===== src/rtl/uart_pkg.sv =====
// rtl/uart_pkg.sv - shared UART state encoding, default frame constants and counter sizing helper
package uart_pkg;

  localparam int NB_DATA      = 8;
  localparam int N_OVERSAMPLE = 16;

  typedef enum logic [2:0] {
    ST_IDLE   = 3'd0,
    ST_START  = 3'd1,
    ST_DATA   = 3'd2,
    ST_PARITY = 3'd3,
    ST_STOP   = 3'd4
  } uart_state_t;

  // Width of a counter that must reach max(a, b) - 1.
  function automatic int cnt_width(input int a, input int b);
    int m;
    m = (a > b) ? a : b;
    return (m <= 2) ? 1 : $clog2(m);
  endfunction

endpackage


===== src/rtl/uart_rx_if.sv =====
// rtl/uart_rx_if.sv - receiver byte output bundle; UART_RX_PARITY_EN adds o_parity_err
interface uart_rx_if #(
  parameter int NB_DATA = uart_pkg::NB_DATA
);

  logic [NB_DATA-1:0] o_data;
  logic               o_rx_done;
  logic               o_frame_err;
`ifdef UART_RX_PARITY_EN
  logic               o_parity_err;

  modport master (output o_data, o_rx_done, o_frame_err, o_parity_err);
  modport slave  (input  o_data, o_rx_done, o_frame_err, o_parity_err);
`else
  modport master (output o_data, o_rx_done, o_frame_err);
  modport slave  (input  o_data, o_rx_done, o_frame_err);
`endif

endinterface


===== src/rtl/sync_2ff.sv =====
// rtl/sync_2ff.sv - two-flop synchronizer with asynchronous active-high reset to RESET_VAL
module sync_2ff #(
  parameter logic RESET_VAL = 1'b0
) (
  input  logic i_clk,
  input  logic i_reset,
  input  logic i_d,
  output logic o_q
);

  logic r_meta;
  logic r_sync;

  always_ff @(posedge i_clk or posedge i_reset) begin
    if (i_reset) begin
      r_meta <= RESET_VAL;
      r_sync <= RESET_VAL;
    end else begin
      r_meta <= i_d;
      r_sync <= r_meta;
    end
  end

  assign o_q = r_sync;

endmodule


===== src/rtl/uart_rx.sv =====
// rtl/uart_rx.sv - 16x oversampling UART receiver, 8N1; UART_RX_PARITY_EN adds an even-parity bit
module uart_rx #(
  parameter int NB_DATA      = uart_pkg::NB_DATA,
  parameter int N_STOP_TICKS = 16,
  parameter int N_OVERSAMPLE = uart_pkg::N_OVERSAMPLE
) (
  input  logic      i_clk,
  input  logic      i_reset,
  input  logic      i_tick,
  input  logic      i_rx,
  uart_rx_if.master rx_if
);

  import uart_pkg::*;

  localparam int SW = cnt_width(N_OVERSAMPLE, N_STOP_TICKS);
  localparam int NW = (NB_DATA > 1) ? $clog2(NB_DATA) : 1;

  localparam logic [SW-1:0] S_MID  = SW'(N_OVERSAMPLE / 2 - 1);
  localparam logic [SW-1:0] S_BIT  = SW'(N_OVERSAMPLE - 1);
  localparam logic [SW-1:0] S_STOP = SW'(N_STOP_TICKS - 1);
  localparam logic [NW-1:0] N_LAST = NW'(NB_DATA - 1);

  logic               w_rx_s;
  uart_state_t        r_state,     w_state;
  logic [SW-1:0]      r_s,         w_s;
  logic [NW-1:0]      r_n,         w_n;
  logic [NB_DATA-1:0] r_sh,        w_sh;
  logic [NB_DATA-1:0] r_data,      w_data;
  logic               r_rx_done,   w_rx_done;
  logic               r_frame_err, w_frame_err;
`ifdef UART_RX_PARITY_EN
  logic               r_par_bit,    w_par_bit;
  logic               r_parity_err, w_parity_err;
`endif

  sync_2ff #(.RESET_VAL(1'b1)) u_sync (
    .i_clk   (i_clk),
    .i_reset (i_reset),
    .i_d     (i_rx),
    .o_q     (w_rx_s)
  );

  always_ff @(posedge i_clk or posedge i_reset) begin
    if (i_reset) begin
      r_state     <= ST_IDLE;
      r_s         <= '0;
      r_n         <= '0;
      r_sh        <= '0;
      r_data      <= '0;
      r_rx_done   <= 1'b0;
      r_frame_err <= 1'b0;
`ifdef UART_RX_PARITY_EN
      r_par_bit    <= 1'b0;
      r_parity_err <= 1'b0;
`endif
    end else begin
      r_state     <= w_state;
      r_s         <= w_s;
      r_n         <= w_n;
      r_sh        <= w_sh;
      r_data      <= w_data;
      r_rx_done   <= w_rx_done;
      r_frame_err <= w_frame_err;
`ifdef UART_RX_PARITY_EN
      r_par_bit    <= w_par_bit;
      r_parity_err <= w_parity_err;
`endif
    end
  end

  always_comb begin
    w_state     = r_state;
    w_s         = r_s;
    w_n         = r_n;
    w_sh        = r_sh;
    w_data      = r_data;
    w_rx_done   = 1'b0;
    w_frame_err = 1'b0;
`ifdef UART_RX_PARITY_EN
    w_par_bit    = r_par_bit;
    w_parity_err = 1'b0;
`endif
    case (r_state)
      // Leaving IDLE clears s, so a tick landing on this cycle is not counted.
      ST_IDLE: begin
        if (!w_rx_s) begin
          w_state = ST_START;
          w_s     = '0;
        end
      end
      ST_START: begin
        if (i_tick) begin
          if (r_s == S_MID) begin
            if (!w_rx_s) begin
              w_state = ST_DATA;
              w_s     = '0;
              w_n     = '0;
            end else begin
              w_state = ST_IDLE;
            end
          end else begin
            w_s = r_s + 1'b1;
          end
        end
      end
      ST_DATA: begin
        if (i_tick) begin
          if (r_s == S_BIT) begin
            w_s  = '0;
            w_sh = {w_rx_s, r_sh[NB_DATA-1:1]};
            if (r_n == N_LAST) begin
`ifdef UART_RX_PARITY_EN
              w_state = ST_PARITY;
`else
              w_state = ST_STOP;
`endif
            end else begin
              w_n = r_n + 1'b1;
            end
          end else begin
            w_s = r_s + 1'b1;
          end
        end
      end
`ifdef UART_RX_PARITY_EN
      ST_PARITY: begin
        if (i_tick) begin
          if (r_s == S_BIT) begin
            w_par_bit = w_rx_s;
            w_s       = '0;
            w_state   = ST_STOP;
          end else begin
            w_s = r_s + 1'b1;
          end
        end
      end
`endif
      // Returning to IDLE mid stop bit lets a back-to-back start edge be caught.
      ST_STOP: begin
        if (i_tick) begin
          if (r_s == S_STOP) begin
            w_state = ST_IDLE;
            if (w_rx_s) begin
              w_data    = r_sh;
              w_rx_done = 1'b1;
`ifdef UART_RX_PARITY_EN
              w_parity_err = ^{r_sh, r_par_bit};
`endif
            end else begin
              w_frame_err = 1'b1;
            end
          end else begin
            w_s = r_s + 1'b1;
          end
        end
      end
      default: w_state = ST_IDLE;
    endcase
  end

  assign rx_if.o_data      = r_data;
  assign rx_if.o_rx_done   = r_rx_done;
  assign rx_if.o_frame_err = r_frame_err;
`ifdef UART_RX_PARITY_EN
  assign rx_if.o_parity_err = r_parity_err;
`endif

endmodule


===== src/flat_wrapper.sv =====
// flat-port wrapper written by rule: the top's interface ports become plain ports
module uart_rx_flat import uart_pkg::*;
#(
  parameter int NB_DATA      = uart_pkg::NB_DATA,
  parameter int N_STOP_TICKS = 16,
  parameter int N_OVERSAMPLE = uart_pkg::N_OVERSAMPLE
)
  (i_clk, i_reset, i_tick, i_rx, rx_if_o_data, rx_if_o_rx_done, rx_if_o_frame_err);
  uart_rx_if #(.NB_DATA(NB_DATA)) rx_if_i ();
  input  logic i_clk;
  input  logic i_reset;
  input  logic i_tick;
  input  logic i_rx;
  output wire logic [$bits(rx_if_i.o_data)-1:0] rx_if_o_data;
  output wire logic [$bits(rx_if_i.o_rx_done)-1:0] rx_if_o_rx_done;
  output wire logic [$bits(rx_if_i.o_frame_err)-1:0] rx_if_o_frame_err;
  assign rx_if_o_data = rx_if_i.o_data;
  assign rx_if_o_rx_done = rx_if_i.o_rx_done;
  assign rx_if_o_frame_err = rx_if_i.o_frame_err;
  uart_rx #(.NB_DATA(NB_DATA), .N_STOP_TICKS(N_STOP_TICKS), .N_OVERSAMPLE(N_OVERSAMPLE)) u_core (.i_clk(i_clk), .i_reset(i_reset), .i_tick(i_tick), .i_rx(i_rx), .rx_if(rx_if_i));
endmodule

===== config.mk =====
export PLATFORM = sky130hd
export DESIGN_NAME = uart_rx_flat
export DESIGN_NICKNAME = d
export VERILOG_FILES = /design/src/rtl/uart_pkg.sv /design/src/rtl/uart_rx_if.sv /design/src/rtl/sync_2ff.sv /design/src/rtl/uart_rx.sv /design/src/flat_wrapper.sv
export SDC_FILE = /design/constraint.sdc
export NUM_CORES = 1
export LEC_CHECK = 0
export BUFFER_PORTS_ARGS = -buffer_cell sky130_fd_sc_hd__buf_4
export CORE_MARGIN = 2
export CORE_UTILIZATION = 60
export DETAILED_ROUTE_END_ITERATION = 8
export GPL_TIMING_DRIVEN = 0
export PLACE_DENSITY = 0.82
export SYNTH_ARGS = -nofsm -noshare
export SYNTH_HDL_FRONTEND = slang
export SYNTH_SLANG_ARGS = --single-unit
export TNS_END_PERCENT = 10

===== constraint.sdc =====
create_clock -name i_clk -period 3.2 [get_ports i_clk]
set_clock_uncertainty 0.15 [all_clocks]
set_input_delay 0.16 -clock i_clk [delete_from_list [all_inputs] [get_ports i_clk]]
set_output_delay 0.16 -clock i_clk [all_outputs]
set_load 0.1 [all_outputs]

# Word level (Yosys, flattened, before mapping)
# Index checks and enable logic that the tools add are counted.
# W data, S select, Z words.
[classes]
n_addsub = 2
n_mul = 0
div_mod_pow = 0
magnitude_cmp = 0
n_eq_ne = 17
n_shift = 0
mux = 33
bitwise = 0
n_reduce_logical = 8
[ops]
columns = ["op", "n"]
rows = [
  ["$mux W3", 14],
  ["$mux W4", 7],
  ["$pmux W4 S4", 1],
  ["$ne A2 B2 Y1 const B", 7],
  ["$pmux W3 S4", 1],
  ["$mux W1", 8],
  ["$ne A2 B1 Y1 const B", 4],
  ["$reduce_and A8 Y1", 1],
  ["$reduce_and A7 Y1", 1],
  ["$eq A3 B3 Y1 const B", 2],
  ["$pmux W3 S2", 1],
  ["$reduce_and A5 Y1", 1],
  ["$add A4 B1 Y4 const B", 1],
  ["$eq A4 B3 Y1 const B", 1],
  ["$eq A4 B4 Y1 const B", 1],
  ["$reduce_and A4 Y1", 1],
  ["$reduce_bool A4 Y1", 1],
  ["$add A3 B1 Y3 const B", 1],
  ["$eq A3 B1 Y1 const B", 1],
  ["$eq A3 B2 Y1 const B", 1],
  ["$logic_not A3 Y1", 1],
  ["$reduce_and A3 Y1", 1],
  ["$mux W2", 1],
  ["$reduce_bool A2 Y1", 1],
]
[word_totals]
ff_bits = 30
latchBits = 0
ram_bits = 0
rom_bits = 0
input_bits = 4
output_inout_bits = 10
elab_cells = 69
n_memories = 0

# Longest topological paths before layout
[logic_depth]
ltp_word = 5
depth_mapped = 6

# Cells and area by module
# From an unflattened synthesis, not the netlist that was laid out.
[hier_totals]
cells_unflattened = 123
area_unflattened_um2 = 1452.6
[by_module_without_submodules]
columns = ["mod", "n_inst", "cells_each", "area_per_inst_um2", "seq_area_each_um2"]
rows = [
  ["uart_rx", 1, 120, 1396.3, 700.7],
  ["sync_2ff", 1, 3, 56.3, 52.6],
]

# Least setup slack after synthesis
# Ideal clock, no wire load.
[synth_path]
path_type = "register to register"
from = "register u_core.r_s[0]"
to = "register u_core.r_data[0] (netlist: u_core.rx_if.o_data[0])"
setup_ns = 0.125
arrival_ns = 1.649
setup_slack_ns = 1.275
stages_incl_launch_ff = 7
path_buffers = 1
period_less_slack_ns = 1.925
cell_sequence = "dfrtp_1 ha_1 and3_4 nand2_4 or3_1 buf_6 mux2_4"
[synth_between]
elab_chain_cells = 2
[synth_lines]
columns = ["element", "line_no", "text"]
rows = [
  ["start: declaration", "uart_rx.sv:26", "logic [SW-1:0] r_s, w_s;"],
  ["start signal: assignment", "uart_rx.sv:59", "r_s <= w_s;"],
  ["$eq A4 B4 Y1", "uart_rx.sv:142", "if (r_s == S_STOP) begin"],
  ["$reduce_and A4 Y1 (no source line)", "-", ""],
  ["end signal: assignment", "uart_rx.sv:62", "r_data <= w_data;"],
  ["end: declaration", "uart_rx.sv:29", "logic [NB_DATA-1:0] r_data, w_data;"],
]
# Every way passes these cells.
# A chain may end at the register's enable or synchronous reset.

# Worst setup path in the final report
[layout_path]
from = "register u_core.r_s[0]"
to = "register u_core.r_data[7] (netlist: u_core.rx_if.o_data[7])"
# The elaborated chain is that of the path after synthesis.

==> metrics.yaml <==
muxShareOfSynthArea: 0.181
initial_core_util: 0.623
yosys_warnings: 0
dp_cells: 174
cts_setup_buffers: 0
die_area_sq_um: 2970
setup_tns_ps: 0
tightest_slew_ps: 1080
place_hpwl_mm: 1.94
nets: 161
cts_resized: 0
yosys.area_share.simple: 0.127
io_buffers: 12
grt_pass1_wl_mm: 4.49
place_ws_ps: 1140
clock_sinks: 30
ys_top_cells_by_area: "dfrtp_1 (46%), mux2_2 (9.6%), mux2_4 (7.8%)"
coreArea_sq_um: 2450
wl_per_cell_microns: 15.1
placed_area_sq_um: 1660
regArea_sq_um: 753
min_period_ps: 2110
irDropWorstVdd_mv: 0.690
num_antenna_cells: 0
clock_path_buffers: 2
fmax_mhz: 474
syn2layout_area_growth_pct: 14.1
cp_data_arrival_time_ps: 2170
ant_nets: 0
cts_buffers: 5
synth_nets: 139
dr.pass1.iters: 4
cp-end-kind: "flop"
stdcell_area_sq_um: 1750
finalCritPeriodShare: 0.659
final_common_cell: "dfrtp_1"
grt.total_usage: 0.219
cap_violations: 0
syn_area_sq_um: 1530
synthCells: 132
crit_path_max_fanout: 8
total_power_mw: 1.03
netlist.area_leader.share: 0.458
vias_per_cell: 5.93
crit_path_start_kind: "flop"
synth_seq_cells: 30
antenna_found_initial: 0
synth_cell_types: 40
layout-drive-gt1-share: 0.316
yosysSeqAreaShare: 0.492
rsz0062_at_grt: "false"
num_io_pins: 14
drc: 0
layout.cells.non_filler: 185
synth_area_per_cell_sq_um: 11.6
fin_util: 0.712
grt_pass1_vias: 999
holdCritPathClass: "reg -> reg"
h-tree-depth: 2
clk_pin_slew_ps: 90
cts_hold_buf: 3
synth_top_area_cell: "dfrtp_1"
holdWs_ps: 208
final_cell_mix: "dfrtp_1 (28), mux2_2 (13), buf_4 (12), nor2_1 (8), mux2_4 (8)"
leakagePower_nw: 0.861
hold_viol_final: 0
outcome: "complete, no violations"
tritoncts: "done"
synth_edf_count: 0
timing.slew.headroom: 0.281
cts_root_buf: "clkbuf_4"
drtIter0Drc: 47
dieHeight_microns: 54.5
setup_violations: 0
fillers: 178
fin_ws_ps: 1090
synth_top_family_by_area: "multiplexers"
synthAdderAreaFrac: 0.0311
wirelength_mm: 2.79
core.rowCount: 18
multi_input_area_sq_um: 701
crit_required_ps: 3260
routabilityCongestion: 0.920
synth_ff_type: "dfrtp_1"
synth_compound_area_frac: 0.0965
grt_max_degree: 31
worst_skew_pair.late_latency_ps: 330
die_x_microns: 54.5
crit_type: "reg -> reg"
powerDensity_nw_per_um2: 588
routed-via-count: 1097
synth-async-reset-ratio: 1.00
grt_overflow: 0
slew_viol_final: 0
synth-xor-area-share: 0.0229
-- power by group --
group	internal (mW)	leakage (nW)	switching, mW
combinational	0.148	0.422	0.204
sequential	0.412	0.407	0.0287
clock	0.108	0.0326	0.125
total	0.668	0.861	0.358
-- cell usage after synthesis (all sizes together) (2+ instances only) --
cell,n
ha,3
a22oi,2
xnor2,4
nor2,9
mux2,21
or3,2
dfrtp,28
clkbuf,4
dfstp,2
a21oi,5
nand3,7
o22ai,3
inv,7
nand2b,3
and3,3
nor3,4
nand2,6
buf,4
-- cells by family after synthesis --
family	count (synthesis)
buffers and inverters	15
adders and majority gates	4
xor gates and xnor gates	4
DFF	30
AOI/OAI and AO/OA	21
and+or+nand+nor	36
muxes	22
-- sequential cells by signal (all words and copies together), names as in the netlist --
signal                    flops
u_core.r_sh                   8
u_core.r_s                    4
u_core.r_state                3
u_core.rx_if.o_frame_err      1
u_core.rx_if.o_rx_done        1
u_core.rx_if.o_data           8
u_core.u_sync.o_q             1
u_core.r_n                    3
u_core.u_sync.r_meta          1
-- worst max-delay path, cell delays in order, from the launching register on --
cell and delay [ps]:
dfrtp_1 400, ha_1 290, and3_4 270, nand2_4 60, or3_1 360, buf_6 160, mux2_4 300
-- area by class of cell --
class	count	area share
flip-flops and latches	30	0.431
multi-input cells	87	0.401
repair buffers	15	0.0688
clock buffers	8	0.0337
plain buffers	8	0.0287
well taps	30	0.0215
inverters	7	0.0150
-- metal layers --
metal | global-route usage | up-vias | share of wire
li1 | - | 517 | -
met1 | 0.270 | 513 | 0.43
met2 | 0.347 | 57 | 0.47
met3 | 0.0710 | 10 | 0.077
met4 | 0.100 | 0 | 0.024
met5 | 0 | - | 0
-- path summary, 6_finish.rpt --
| kind | start | to | slack (ps) | depth (start not counted) |
|---|---|---|---|---|
| hold / removal | u_core.u_sync.r_meta | u_core.u_sync.o_q | 210 | 0 |
| setup reg to reg | u_core.r_s[0] | u_core.rx_if.o_data[7] | 1090 | 6 |
| max in group asynchronous | i_reset | u_core.r_state[2] | 1740 | 3 |
| min in group asynchronous | i_reset | u_core.r_state[0] | 510 | 3 |
| hold reg to reg | u_core.u_sync.r_meta | u_core.u_sync.o_q | 210 | 0 |
| setup / recovery | u_core.r_s[0] | u_core.rx_if.o_data[7] | 1090 | 6 |
No activity file was read; power rests on OpenSTA's default activity.
